===== src/rtl/ram_arbiter.sv =====
// rtl/ram_arbiter.sv - single-port RAM arbiter between CPU and loader with boot phase
module ram_arbiter #(
    parameter int DATA_WIDTH = 8,
    parameter int ADDR_WIDTH = 4,
    parameter bit BOOT_HOLD  = 1'b1
) (
    input  logic                  clk,
    input  logic                  reset,
    input  logic                  cpu_req,
    input  logic                  cpu_we,
    input  logic [ADDR_WIDTH-1:0] cpu_addr,
    input  logic [DATA_WIDTH-1:0] cpu_wdata,
    output logic                  cpu_gnt,
    output logic                  cpu_rvalid,
    output logic [DATA_WIDTH-1:0] cpu_rdata,
    input  logic                  ldr_req,
    input  logic                  ldr_we,
    input  logic [ADDR_WIDTH-1:0] ldr_addr,
    input  logic [DATA_WIDTH-1:0] ldr_wdata,
    input  logic                  ldr_done,
    output logic                  ldr_gnt,
    output logic                  ldr_rvalid,
    output logic [DATA_WIDTH-1:0] ldr_rdata,
    output logic                  cpu_hold,
    output logic [ADDR_WIDTH:0]   boot_words,
    output logic                  ram_we,
    output logic [ADDR_WIDTH-1:0] ram_addr,
    output logic [DATA_WIDTH-1:0] ram_wdata,
    input  logic [DATA_WIDTH-1:0] ram_rdata
);

    typedef enum logic {BOOT = 1'b0, RUN = 1'b1} phase_t;
    typedef enum logic {OWN_CPU = 1'b0, OWN_LDR = 1'b1} owner_t;

    localparam logic [ADDR_WIDTH:0] BOOT_MAX = '1;
    localparam logic [ADDR_WIDTH:0] BOOT_ONE = {{ADDR_WIDTH{1'b0}}, 1'b1};

    phase_t                phase, phase_nxt;
    owner_t                last_owner, owner_nxt;
    logic [ADDR_WIDTH-1:0] addr_hold;
    logic [DATA_WIDTH-1:0] wdata_hold;

    always_comb begin
        phase_nxt = phase;
        owner_nxt = last_owner;
        cpu_gnt   = 1'b0;
        ldr_gnt   = 1'b0;
        case (phase)
            BOOT: begin
                ldr_gnt = ldr_req;
                if (ldr_done) phase_nxt = RUN;
            end
            RUN: begin
                if (cpu_req && ldr_req) begin
                    // Tie goes to whoever did not own the RAM last.
                    if (last_owner == OWN_CPU) ldr_gnt = 1'b1;
                    else                       cpu_gnt = 1'b1;
                end else begin
                    cpu_gnt = cpu_req;
                    ldr_gnt = ldr_req;
                end
            end
            default: phase_nxt = RUN;
        endcase
        if (cpu_gnt)      owner_nxt = OWN_CPU;
        else if (ldr_gnt) owner_nxt = OWN_LDR;
    end

    // Idle cycles keep the last address/data on the bus so the RAM never sees a glitch.
    always_comb begin
        ram_we    = 1'b0;
        ram_addr  = addr_hold;
        ram_wdata = wdata_hold;
        if (cpu_gnt) begin
            ram_we    = cpu_we;
            ram_addr  = cpu_addr;
            ram_wdata = cpu_wdata;
        end else if (ldr_gnt) begin
            ram_we    = ldr_we;
            ram_addr  = ldr_addr;
            ram_wdata = ldr_wdata;
        end
    end

    always_ff @(posedge clk) begin
        if (cpu_gnt || ldr_gnt) begin
            addr_hold  <= ram_addr;
            wdata_hold <= ram_wdata;
        end
    end

    always_ff @(posedge clk) begin
        if (!reset) begin
            phase      <= BOOT_HOLD ? BOOT : RUN;
            last_owner <= OWN_LDR;
            cpu_rvalid <= 1'b0;
            ldr_rvalid <= 1'b0;
            boot_words <= '0;
        end else begin
            phase      <= phase_nxt;
            last_owner <= owner_nxt;
            cpu_rvalid <= cpu_gnt && !cpu_we;
            ldr_rvalid <= ldr_gnt && !ldr_we;
            if (phase == BOOT && ldr_gnt && ldr_we && boot_words != BOOT_MAX)
                boot_words <= boot_words + BOOT_ONE;
        end
    end

    assign cpu_hold  = (phase == BOOT);
    assign cpu_rdata = ram_rdata;
    assign ldr_rdata = ram_rdata;

endmodule


===== config.mk =====
export PLATFORM = sky130hd
export DESIGN_NAME = ram_arbiter
export DESIGN_NICKNAME = d
export VERILOG_FILES = /design/src/rtl/ram_arbiter.sv
export SDC_FILE = /design/constraint.sdc
export NUM_CORES = 1
export LEC_CHECK = 0
export ABC_AREA = 1
export CELL_PAD_IN_SITES_DETAIL_PLACEMENT = 0
export CELL_PAD_IN_SITES_GLOBAL_PLACEMENT = 1
export CORE_MARGIN = 2
export CORE_UTILIZATION = 26
export CTS_CLUSTER_SIZE = 8
export DETAILED_ROUTE_END_ITERATION = 7
export PLACE_DENSITY_LB_ADDON = 0.1
export SLEW_MARGIN = 5
export SYNTH_ARGS = -nofsm -noshare
export SYNTH_HDL_FRONTEND = slang
export SYNTH_SLANG_ARGS = --single-unit

===== constraint.sdc =====
create_clock -name clk -period 1.7 [get_ports clk]
set_input_delay 0.255 -clock clk [delete_from_list [all_inputs] [get_ports clk]]
set_output_delay 0.255 -clock clk [all_outputs]
set_load 0.01 [all_outputs]

==> out/metrics.yaml <==
synth_ff_type: "edfxtp_1"
worst_slew_pin_slew_ns: 0.321
cp_slowest_stage_delay_ns: 0.45
seq_area_frac_synth: 0.417
p_total_mw: 1.31
r2r_start: "last_owner$_SDFFE_PN1P_"
synthCells: 154
period_minus_slack_ns: 1.65
portBuffers: 53
min_path_type: "input pin to primary output"
rsz0062_at_grt: "true"
fmax_mhz: 605
syn_nets: 195
layout_commonest_cell: "clkdlybuf4s50_1"
crit_arrival_ns: 1.40
outcome: "complete, no violations"
n_antenna_cell: 0
reg2reg_depth: 8
synth_edf_count: 12
hold_buffers: 0
crit_path_end_kind: "primary output"
cts_sinks: 21
peakVddDrop_v: 0.000351
start_kind: "input pin"
cts_buffers: 3
crit_slowest_cell: "clkdlybuf4s50_1"
synthArstFlopShare: 0
first_pass_iters: 4
max_cap_violations: 0
dp_hpwl_um: 2120
power.density_nw_per_um2: 689
ys_ff_latch: 21
avgSynthCellArea_um2: 8.41
clock_skew_ns: 0.000717
start_util: 0.272
viasPerCell: 4.07
path_class: "input pin to primary output"
synth_top_area_share: 0.278
cts_buffer_depth: 2
clk_latency_ns: 0.26
grtUsageTotal: 0.116
p_leak_nw: 0.815
slew_viol_final: 0
max_slew_margin: 0.784
nFillCells: 492
fp.dieW_um: 74.6
area_delta_synth_final_pct: 46.4
r2r_setup_slack_ns: 0.25
final_nets: 246
cts_tree: "yes"
grt_pass1_vias: 1066
worst-path-buf-inv: 5
wl_per_cell_um: 11.2
core.rowCount: 25
num_io_pins: 78
synth_top_area_cell: "edfxtp_1"
setup_violations: 0
drc: 0
synth_area_leaders: "edfxtp_1 28%, dfxtp_1 14%, buf_4 9.3%, nand2_1 8.4%, o21ai_2 8.1%"
synth_cell_types: 22
cpLargestDelayFamily: "buffers and inverters"
hold_end: "cpu_rdata[1]"
grt_first_pass_wirelength_um: 4950
drive_above_1_share: 0.275
antenna_found_initial: 0
grt_max_degree: 28
finalCritPeriodShare: 0.972
hold_path_depth: 0
synth.cell_area_um2: 1290
crit_fanout: 12
dieArea_um2: 5560
fin_tns_setup_ns: 0
cp.required_ns: 1.44
drt_iter0_drc: 54
vias: 1104
gp_congestion: 0.728
yosysWarnings: 0
hold_viol: 0
gr-total-overflow: 0
hold_slack_ns: 0.510
timing.rr.end: "addr_hold[1]$_DFFE_PP_"
root_buffer: "clkbuf_8"
path_cells: "clkdlybuf4s50_1 -> nand2_1 -> inv_4 -> nand2_8 -> buf_12 -> inv_16 -> o21ai_2 -> buf_2"
h-tree-depth: 1
die_h_um: 74.6
totalWireLength_um: 3030
worstHoldStart: "ram_rdata[1]"
core_um2: 4750
ant_nets: 0
final_cell_mix: "37 x clkdlybuf4s50_1, 29 x nand2_1, 20 x inv_1"
worst reg2reg max path: stages (launching register included):
cell and delay (ns):
dfxtp_1 0.30, inv_1 0.10, nand2_4 0.08, nand2_8 0.12
buf_4 0.13, nand2_1 0.05, buf_4 0.14, nand2_1 0.10
buf_12 0.15
where the power goes:
group / internal, mW / switching, mW / leakage (nW)
clock: 0.167 / 0.168 / 0.0228
combinational: 0.196 / 0.173 / 0.601
sequential: 0.589 / 0.0124 / 0.191
total: 0.952 / 0.353 / 0.815
what timing repair did:
action | in CTS | in global routing
setup buffers | 2 | 0
gates resized for setup | 56 | 8
pin swaps | 1 | 1
gates cloned | 1 | 0
setup endpoints to repair | 15 | 12
per-stage QoR:
stage | instances | cell area (um2) | setup slack, ns | util
floorplan | 154 | 1290 | 0.355 | -
global route | 271 | 1900 | -0.00473 | 0.399
CTS | 271 | 1890 | -0.0861 | 0.398
global placement | 264 | 1850 | -0.468 | 0.389
finish | 271 | 1900 | 0.0477 | 0.399
detailed placement | 264 | 1850 | -0.495 | 0.389
layer usage:
metal  global-route usage  routed length, um
met5                    0                  0
met4               0.0337                 51
met3               0.0352                203
met2                0.184               1380
met1                0.152               1400
flip-flops by register name, indices dropped and copies added (netlist names):
signal,cells
ldr_rvalid,1
last_owner,1
boot_words,5
phase,1
addr_hold,4
cpu_rvalid,1
wdata_hold,8
cells by family (layout without fill, tap and decap cells):
group / count (synthesis) / count (layout) / share of synthesized area
AO/OA/AOI/OAI: 31 / 31 / 0.157
adder cells (fa/ha/maj): 2 / 2 / 0.0193
buffers and inverters: 43 / 93 / 0.198
flip-flops: 21 / 21 / 0.417
AND/OR/NAND/NOR: 57 / 57 / 0.209
cells in the mapped netlist, drive strengths merged, types with 2 or more instances:
master and count:
ha 2, edfxtp 12, o21ai 27, dfxtp 9
nand2 39, nor3 2, a21oi 3, nand3 2
buf 21, nor2 14, inv 21
layout make-up:
class	instances	area [um2]	area share
inverter	22	101	0.0535
sequential	21	541	0.285
multi-input combinational	90	505	0.267
timing repair inverter	1	20.0	0.0106
tap	67	83.8	0.0442
clock buffer	4	45.0	0.0238
timing repair buffer	66	599	0.316
worst max path at each step:
stage	from	endpoint	slack (ns)	cells after the start
3_5_place_dp	ldr_req	ram_wdata[1]	-0.49	7
4_1_cts	cpu_req	ram_wdata[7]	-0.09	8
2_1_floorplan	boot_words[0]$_SDFFE_PN0P_	boot_words[3]$_SDFFE_PN0P_	0.35	10
3_3_place_gp	ldr_req	ram_wdata[0]	-0.47	7
5_1_grt	cpu_req	ram_wdata[6]	-0.005	8
6_report	cpu_req	ram_wdata[4]	0.05	8
Note: power is estimated with default switching activity, not from simulation.
